**src/rtl/arb_rr8.sv**
```systemverilog
// arb_rr8: eight-way round-robin arbiter with registered one-hot grant, binary index
// and an optional per-tenure hold limit that forces a bus-turnaround idle cycle.

module arb_rr8 #(
  parameter int MAX_HOLD = 15
) (
  input  logic       clk,
  input  logic       rst_n,
  input  logic [7:0] req,
  input  logic       owner_release,
  output logic [7:0] gnt,
  output logic [2:0] gnt_idx,
  output logic       gnt_valid,
  output logic       timeout
);

  typedef enum logic [0:0] {ST_IDLE = 1'b0, ST_BUSY = 1'b1} state_t;

  localparam logic [7:0] HOLD_LIMIT = 8'(MAX_HOLD);
  localparam logic       LIMIT_EN   = (MAX_HOLD != 0);

  state_t     state_r, state_s;
  logic [2:0] ptr_r, ptr_s;
  logic [7:0] hold_cnt_r, hold_cnt_s;
  logic [7:0] gnt_r, gnt_s;
  logic [2:0] gnt_idx_r, gnt_idx_s;
  logic       gnt_valid_r, gnt_valid_s;
  logic       timeout_r, timeout_s;
  logic [3:0] pick_s;
  logic       end_normal_s;
  logic       end_limit_s;

  // Returns {found, index} of the first set request searching base, base+1, ... wrapping.
  function automatic logic [3:0] rr_pick(input logic [7:0] req_v, input logic [2:0] base);
    logic [3:0] res;
    logic [2:0] cand;
    res = 4'b0000;
    for (int i = 7; i >= 0; i--) begin
      cand = base + 3'(i);
      if (req_v[cand]) begin
        res = {1'b1, cand};
      end else begin
        res = res;
      end
    end
    return res;
  endfunction

  // Decodes a binary index into the one-hot grant so both outputs always agree.
  function automatic logic [7:0] idx_to_onehot(input logic [2:0] idx);
    return 8'b0000_0001 << idx;
  endfunction

  // Arbitration search, tenure-end causes and next-state/output computation.
  always_comb begin
    state_s      = state_r;
    ptr_s        = ptr_r;
    hold_cnt_s   = hold_cnt_r;
    gnt_s        = gnt_r;
    gnt_idx_s    = gnt_idx_r;
    gnt_valid_s  = gnt_valid_r;
    timeout_s    = 1'b0;
    pick_s       = rr_pick(req, ptr_r);
    end_normal_s = owner_release | ~req[gnt_idx_r];
    end_limit_s  = LIMIT_EN && (hold_cnt_r == HOLD_LIMIT);
    case (state_r)
      ST_IDLE: begin
        if (pick_s[3]) begin
          gnt_s       = idx_to_onehot(pick_s[2:0]);
          gnt_idx_s   = pick_s[2:0];
          gnt_valid_s = 1'b1;
          hold_cnt_s  = 8'd1;
          state_s     = ST_BUSY;
        end else begin
          gnt_s       = 8'h00;
          gnt_idx_s   = 3'd0;
          gnt_valid_s = 1'b0;
          state_s     = ST_IDLE;
        end
      end
      ST_BUSY: begin
        if (end_normal_s || end_limit_s) begin
          gnt_s       = 8'h00;
          gnt_idx_s   = 3'd0;
          gnt_valid_s = 1'b0;
          hold_cnt_s  = 8'd0;
          ptr_s       = gnt_idx_r + 3'd1;
          // A limit hit coinciding with a normal release is reported as a release.
          timeout_s   = end_limit_s & ~end_normal_s;
          state_s     = ST_IDLE;
        end else begin
          hold_cnt_s  = hold_cnt_r + 8'd1;
        end
      end
      default: begin
        state_s     = ST_IDLE;
        gnt_s       = 8'h00;
        gnt_idx_s   = 3'd0;
        gnt_valid_s = 1'b0;
        hold_cnt_s  = 8'd0;
      end
    endcase
  end

  // State and output registers with synchronous active-low reset.
  always_ff @(posedge clk) begin
    if (!rst_n) begin
      state_r     <= ST_IDLE;
      ptr_r       <= 3'd0;
      hold_cnt_r  <= 8'd0;
      gnt_r       <= 8'h00;
      gnt_idx_r   <= 3'd0;
      gnt_valid_r <= 1'b0;
      timeout_r   <= 1'b0;
    end else begin
      state_r     <= state_s;
      ptr_r       <= ptr_s;
      hold_cnt_r  <= hold_cnt_s;
      gnt_r       <= gnt_s;
      gnt_idx_r   <= gnt_idx_s;
      gnt_valid_r <= gnt_valid_s;
      timeout_r   <= timeout_s;
    end
  end

  assign gnt       = gnt_r;
  assign gnt_idx   = gnt_idx_r;
  assign gnt_valid = gnt_valid_r;
  assign timeout   = timeout_r;

  arb_rr8_chk u_chk (
    .clk       (clk),
    .rst_n     (rst_n),
    .gnt       (gnt_r),
    .gnt_idx   (gnt_idx_r),
    .gnt_valid (gnt_valid_r),
    .timeout   (timeout_r)
  );

endmodule

// Output consistency checks for arb_rr8; no logic of its own.
module arb_rr8_chk (
  input logic       clk,
  input logic       rst_n,
  input logic [7:0] gnt,
  input logic [2:0] gnt_idx,
  input logic       gnt_valid,
  input logic       timeout
);

  // Grant encoding invariants sampled every cycle outside reset.
  always_ff @(posedge clk) begin
    if (rst_n) begin
      a_onehot0: assert ($onehot0(gnt)) else $error("arb_rr8: gnt not one-hot0");
      a_valid:   assert (gnt_valid == (gnt != 8'h00)) else $error("arb_rr8: gnt_valid mismatch");
      a_idx:     assert (gnt == (gnt_valid ? (8'b0000_0001 << gnt_idx) : 8'h00))
                   else $error("arb_rr8: gnt_idx mismatch");
      a_tmo:     assert (!(timeout && gnt_valid)) else $error("arb_rr8: timeout during grant");
    end
  end

endmodule
```
**config.mk**
```make
export PLATFORM = sky130hd
export DESIGN_NAME = arb_rr8
export DESIGN_NICKNAME = d
export VERILOG_FILES = /design/src/rtl/arb_rr8.sv
export SDC_FILE = /design/constraint.sdc
export NUM_CORES = 1
export LEC_CHECK = 0
export BUFFER_PORTS_ARGS = -buffer_cell sky130_fd_sc_hd__buf_2
export CELL_PAD_IN_SITES_DETAIL_PLACEMENT = 1
export CELL_PAD_IN_SITES_GLOBAL_PLACEMENT = 2
export CORE_UTILIZATION = 38
export CTS_BUF_LIST = sky130_fd_sc_hd__clkbuf_4 sky130_fd_sc_hd__clkbuf_8
export CTS_CLUSTER_DIAMETER = 30
export DETAILED_ROUTE_END_ITERATION = 7
export GPL_TIMING_DRIVEN = 0
export PLACE_DENSITY_LB_ADDON = 0.1
export SYNTH_ARGS = -nofsm -noshare
export SYNTH_HDL_FRONTEND = slang
export SYNTH_HIERARCHICAL = 1
export SYNTH_SLANG_ARGS = --single-unit
```
**constraint.sdc**
```tcl
create_clock -name clk -period 3.8 [get_ports clk]
set_input_delay 0.76 -clock clk [delete_from_list [all_inputs] [get_ports clk]]
set_output_delay 0.76 -clock clk [all_outputs]
set_load 0.01 [all_outputs]
```
==> results_dict.tcl, run 1 <==
set metrics [dict create \
    outcome "finished clean" \
    grt_overflow 0 \
    p_total_mw 1.21 \
    p_seq_share_pct 25.9 \
    area_delta_synth_final_pct 13.2 \
    place_area_um2 2420 \
    yosysTopAreaCell "dfxtp_1" \
    clock_path_buffers 2 \
    drtIter0Drc 105 \
    reg2reg_setup_slack_ns 0.22 \
    r2r_cells 14 \
    rsz0062_at_grt "no" \
    powerDensity_nw_per_um2 481 \
    synth-edff-count 0 \
    netlist_top_cells_count "dfxtp_1 (25), mux4_2 (18), a21oi_1 (17), mux2i_1 (17), nor2_1 (17)" \
    viasPerCell 5.96 \
    slew_viol_final 0 \
    r2r-end "gnt_idx[0]" \
    switchingPower_uw 515 \
    comb_power_share_pct 60.8 \
    synthDistinctLibCells 55 \
    start_util_pct 39.8 \
    numCtsBuffers 3 \
    max_cap_violations 0 \
    drt_pass1_iterations 5 \
    fin_skew_ns 0.0167 \
    layout-drive-gt1-share_pct 29.0 \
    yosysWarnings 6 \
    wl_per_cell_um 18.5 \
    ios 24 \
    fmax_mhz 279 \
    ant_nets 0 \
    hold_viol 0 \
    dpl.cell_count 332 \
    synth_top_area_share_pct 22.5 \
    routed_wirelength_um 6290 \
    period_share_pct 94.2 \
    core_um2 5570 \
    final_nets 285 \
    dp_hpwl_um 4700 \
    hold-path-cell-count 2 \
    n_antenna_cell 0 \
    drcViolationCount 0 \
    portBuffers 23 \
    pre_cts_ws_ns -0.00354 \
    synthArstFlopShare_pct 0 \
    clock_latency_ns 0.27 \
    criticalPathCategory "flop to flop" \
    grtUsageTotal_pct 22.3 \
    cts.sinks 25 \
    synth_cells 237 \
    fin_ws_ns 0.220 \
    synth_most_common_cell "dfxtp_1" \
    clockRootBuffer "clkbuf_8" \
    die_area_um2 6150 \
    synthFlopType "dfxtp_1" \
    die_h_um 78.4 \
    crit_fanout 10 \
    gp_congestion 0.751 \
    min_period_ns 3.58 \
    start_kind "flop" \
    cts_tree "yes" \
    grt_pass1_vias 2042 \
    vdd_drop_max_mv 0.155 \
    grt_max_degree 15 \
    hold_class "flop to flop" \
    leakage_nw 0.975 \
    slew_headroom_pct 59.2 \
    grt_first_pass_wirelength_um 10800 \
    layout.cells.non_filler 341 \
    tightestPinTransition_ns 0.607 \
    avgSynthCellArea_um2 9.37 \
    reg2reg_from "ptr_r[1]" \
    ys_seq_area_share_pct 22.5 \
    clkTransAtPathRegs_ns 0.10 \
    h-tree-depth 1 \
    vias 2031 \
    cp_data_arrival_time_ns 3.74 \
    whs_endpoint "gnt[5]" \
    ctsHoldBuffers 0 \
    syn-cell-area_um2 2220 \
    min_from "gnt[5]" \
    fillers 686 \
    fin_util_pct 45.1 \
    fin_area_um2 2510 \
    num_rows 27 \
    intPower_uw 695 \
    setup_viol_count_final 0 \
    synth_seq_cells 25 \
    syn-num-nets 252 \
    swShare_pct 42.5 \
    pwr-share-clk_pct 13.3 \
    cp-end-kind "flop" \
    antenna_found_initial 0 \
    ys_top_cells_by_area "dfxtp_1 (23%), mux4_2 (18%), mux2i_1 (7.7%), a21oi_1 (3.8%), nor2_1 (2.9%)" \
    required_ns 3.96 \
    die_w_um 78.4 \
]
[cell type report]
cell class	count	area, um^2	share of cell area (%)
buffer	17	101	4.03
clock buffer	3	41.3	1.64
clock inverter	1	5.00	0.199
multi-input combinational	187	1590	63.4
tap	72	90.1	3.58
sequential	25	500	19.9
inverter	8	30.0	1.19
timing repair buffer	28	153	6.07
[sequential cells by signal, indices dropped and copies added, names as in the netlist]
register / count
gnt: 8
hold_cnt_r: 8
gnt_idx: 3
ptr_r: 3
gnt_valid: 1
state_r: 1
timeout: 1
[what timing repair did]
action                                 4_1_cts  5_1_grt
gates cloned                                 0        0
setup endpoints to repair                    3        9
endpoints found under the hold margin        0        0
pin swaps                                    2        1
buffers inserted                             2        3
resized for setup                            0        2
[power groups by stage]
stage / clock network (mW) / registers (mW) / logic (mW)
6_report: 0.161 / 0.314 / 0.736
5_1_grt: 0.178 / 0.318 / 0.806
4_1_cts: 0.164 / 0.314 / 0.716
3_5_place_dp: 0 / 0.320 / 0.695
3_3_place_gp: 0 / 0.319 / 0.688
2_1_floorplan: 0 / 0.326 / 0.519
[how the worst max path moves through the flow]
stage	endpoint	slack, ns	cells past startpoint	from
2_1_floorplan	gnt[6]	0.61	13	ptr_r[1]
3_3_place_gp	gnt[6]	0.1	13	ptr_r[1]
3_5_place_dp	gnt[6]	-0.004	13	ptr_r[1]
4_1_cts	gnt[4]	0.03	13	ptr_r[1]
5_1_grt	gnt_idx[0]	0.0007	14	ptr_r[1]
6_report	gnt_idx[0]	0.22	14	ptr_r[1]
[per-layer routing]
| layer | GRT usage [%] | vias up | share of wire, % |
|---|---|---|---|
| met5 | 0 | - | 0 |
| met4 | 4.44 | 0 | 1.3 |
| met2 | 36.5 | 38 | 47 |
| li1 | - | 979 | - |
| met3 | 2.21 | 4 | 2.8 |
| met1 | 31.9 | 1010 | 49 |
[cell families (layout without fill, tap and decap cells)]
logic type,count (synthesis),after routing,synth area share (%)
AO/OA/AOI/OAI,63,63,20.6
XOR/XNOR,5,5,1.97
adder cells (fa/ha/maj),4,4,2.25
buffers and inverters,25,57,5.69
flip-flops,25,25,22.5
multiplexers,42,42,29.5
AND/OR/NAND/NOR,73,73,17.4
[placed cells by master, fill, tap and decap left out, types with 2 or more instances in the layout]
cell	netlist	routed
dfxtp_1	25	25
buf_2	2	23
mux4_2	18	18
mux2i_1	17	17
nor2_1	17	17
a21oi_1	17	17
nand2_1	16	16
clkbuf_1	8	8
nand3_1	8	8
o21ai_1	8	8
buf_4	2	7
a31oi_1	7	7
and3_1	6	6
nor3_1	5	5
mux2_2	5	5
o21ai_0	5	5
inv_1	4	4
nand3b_1	4	4
a22oi_1	4	4
a32o_1	4	4
ha_1	4	4
buf_6	3	3
inv_2	3	3
xor2_1	3	3
or3_1	3	3
clkbuf_8	0	3
clkbuf_4	0	2
buf_1	2	2
nand2b_1	2	2
or2_2	2	2
mux2_1	2	2
xnor2_1	2	2
nor2b_1	2	2
o41ai_2	2	2
o31ai_1	2	2
a211oi_1	2	2
[critical path, cell delays in order (launching register included)]
cell and delay (ns):
dfxtp_1 0.35, clkbuf_4 0.21, clkbuf_4 0.24, inv_1 0.12, ha_1 0.35, buf_6 0.17
buf_6 0.17, mux2_1 0.32, mux4_2 0.49, a21boi_1 0.18, o21ai_1 0.11, a211oi_4 0.35
buf_4 0.19, a2bb2oi_1 0.16, nor2_1 0.05
[per-stage QoR]
step,setup TNS (ns),hold WS (ns)
final,0,0.453
after global routing,0,0.488
after CTS,0,0.458
after detailed placement,-0.00354,0.438
after global placement,0,0.431
after floorplan,0,0.458
Note: power is estimated with default switching activity, not from simulation.
==> inputs of run 2 (changes only) <==
CORE_UTILIZATION = 37   (was 38)
CTS_BUF_LIST = not set   (was sky130_fd_sc_hd__clkbuf_4 sky130_fd_sc_hd__clkbuf_8)
==> run 2 against run 1 <==
  * Sequential share of layout area shrank 0.099 points
  * Flip-flop and latch count is the same
  * Critical path type unchanged
  * First-iteration DRC count grew 11%
  * Register-to-register slack got worse by 0.02 ns
  * Largest cell class unchanged
  * Core utilization down 0.32 points
  * Non-clock buffer count unchanged
  * Via count increased by 1.1%
==> results_dict.tcl, run 2 (synthesis gave the netlist of run 1 again) <==
set metrics [dict create \
    drcViolationCount 0 \
    grtUsageTotal_pct 21.4 \
    die_h_um 79.5 \
    grtUsageMet3_pct 3.54 \
    whs_endpoint "gnt[5]" \
    cp-end-kind "flop" \
    dp_hpwl_um 4730 \
    ant_nets 0 \
    reg2reg_from "ptr_r[1]" \
    max_cap_violations 0 \
    cp_data_arrival_time_ns 3.75 \
    routed_wirelength_um 6300 \
    fmax_mhz 278 \
    core_um2 5640 \
    grt_first_pass_wirelength_um 10500 \
    n_antenna_cell 0 \
    rsz0062_at_grt "no" \
    criticalPathCategory "flop to flop" \
    num_rows 27 \
    cts_tree "yes" \
    powerDensity_nw_per_um2 487 \
    clockRootBuffer "clkbuf_8" \
    wl_per_cell_um 18.5 \
    tightestPinTransition_ns 0.553 \
    reg2reg_setup_slack_ns 0.20 \
    fin_util_pct 44.8 \
    h-tree-depth 1 \
    vdd_drop_max_mv 0.192 \
    clock_latency_ns 0.27 \
    vias 2053 \
    outcome "finished clean" \
    portBuffers 23 \
    setup_viol_count_final 0 \
    start_util_pct 39.3 \
    hold_class "flop to flop" \
    r2r_cells 14 \
    r2r-end "gnt_idx[0]" \
    finalSetupTns_ns 0 \
    antenna_found_initial 0 \
    ctsHoldBuffers 0 \
    fin_skew_ns 0.00595 \
    grt_pass1_vias 1988 \
    fillers 674 \
    die_area_um2 6310 \
    final_nets 285 \
    max_stage_delay_ns 0.50 \
    min_period_ns 3.60 \
    fin_area_um2 2530 \
    crit_fanout 10 \
    layout-drive-gt1-share_pct 29.0 \
    gp_congestion 0.774 \
    mostFrequentLayoutCell "dfxtp_1" \
    clkTransAtPathRegs_ns 0.09 \
    grt_use_met1_pct 28.4 \
    crit_chain "buf_2 -> buf_4 -> inv_1 -> ha_1 -> buf_6 -> buf_6 -> mux2_1 -> mux4_2 -> a21boi_1 -> o21ai_1 -> a211oi_4 -> buf_4 -> a2bb2oi_1 -> nor2_1" \
    viasPerCell 6.02 \
    leakage_nw 0.977 \
    cp_slowest_cell "mux4_2" \
    grt_max_degree 16 \
    crit_family "buffers and inverters" \
    period_share_pct 94.8 \
    numCtsBuffers 3 \
    area_delta_synth_final_pct 13.8 \
    clock_path_buffers 2 \
    hold-path-cell-count 2 \
    cts.sinks 25 \
    final_cell_mix "dfxtp_1 (25), buf_2 (24), mux4_2 (18)" \
    drt_pass1_iterations 4 \
    worst-path-buf-inv 6 \
    die_w_um 79.5 \
    grt_overflow 0 \
    grt.busiest_layer "met2" \
    required_ns 3.95 \
    drtIter0Drc 117 \
    ios 24 \
    hold_viol 0 \
    use_met2_pct 36.0 \
    min_from "gnt[5]" \
    start_kind "flop" \
    place_area_um2 2420 \
    slew_viol_final 0 \
    slew_headroom_pct 63.1 \
]
==> run 2: cell types whose count changed in the layout (fill, tap and decap cells not counted) <==
cell        delta
clkbuf_4       -2
buf_12         +1
buf_2          +1
clkinv_2       -1
clkinvlp_4     +1
==> run 2: per-stage QoR <==
stage	setup slack [ns]	instances	hold slack (ns)	power, mW
3_3_place_gp	0.0518	332	0.431	1.01
5_1_grt	0.0293	341	0.494	1.32
2_1_floorplan	0.613	237	0.458	0.845
6_report	0.197	341	0.458	1.23
3_5_place_dp	0.0266	332	0.443	1.02
4_1_cts	0.0155	336	0.467	1.18
==> run 2: how the worst max path moves through the flow <==
stage             start          to  depth (start not counted)
3_5_place_dp   ptr_r[1]      gnt[6]                         13
5_1_grt        ptr_r[1]  gnt_idx[0]                         14
3_3_place_gp   ptr_r[1]      gnt[6]                         13
2_1_floorplan  ptr_r[1]      gnt[6]                         13
6_report       ptr_r[1]  gnt_idx[0]                         14
4_1_cts        ptr_r[1]      gnt[6]                         13
==> run 2: area by class of cell <==
cell class | count | area (um^2) | share of cell area (%)
plain buffers | 17 | 98.8 | 3.91
flip-flops and latches | 25 | 500 | 19.8
well taps | 72 | 90.1 | 3.57
clock inverters | 1 | 7.51 | 0.297
repair buffers | 28 | 165 | 6.54
inverters | 8 | 30.0 | 1.19
multi-input cells | 187 | 1590 | 63.1
clock buffers | 3 | 41.3 | 1.63
==> run 2: power by group <==
group          switching (mW)  internal (mW)  total [mW]
Sequential             0.0227          0.291       0.313
Combinational           0.409          0.345       0.754
Clock                  0.0887         0.0743       0.163
Total                   0.520          0.710        1.23
==> run 2: routing by layer <==
layer	wire length, um	vias to the layer above
met5	0	-
met4	100	0
met3	214	6
met2	2980	38
met1	3000	1026
li1	-	983
==> run 2: worst reg2reg max path, stage by stage, from the launching register on <==
cell       delay (ns)
dfxtp_1          0.33
buf_2            0.24
buf_4            0.24
inv_1            0.11
ha_1             0.34
buf_6            0.18
buf_6            0.17
mux2_1           0.32
mux4_2           0.50
a21boi_1         0.16
o21ai_1          0.11
a211oi_4         0.36
buf_4            0.19
a2bb2oi_1        0.17
nor2_1           0.05
==> run 2: what timing repair did <==
| item | CTS | global route |
|---|---|---|
| hold endpoints to repair | 0 | 0 |
| endpoints found under the setup margin | 0 | 8 |
| resized for setup | 0 | 2 |
| buffers inserted | 0 | 5 |
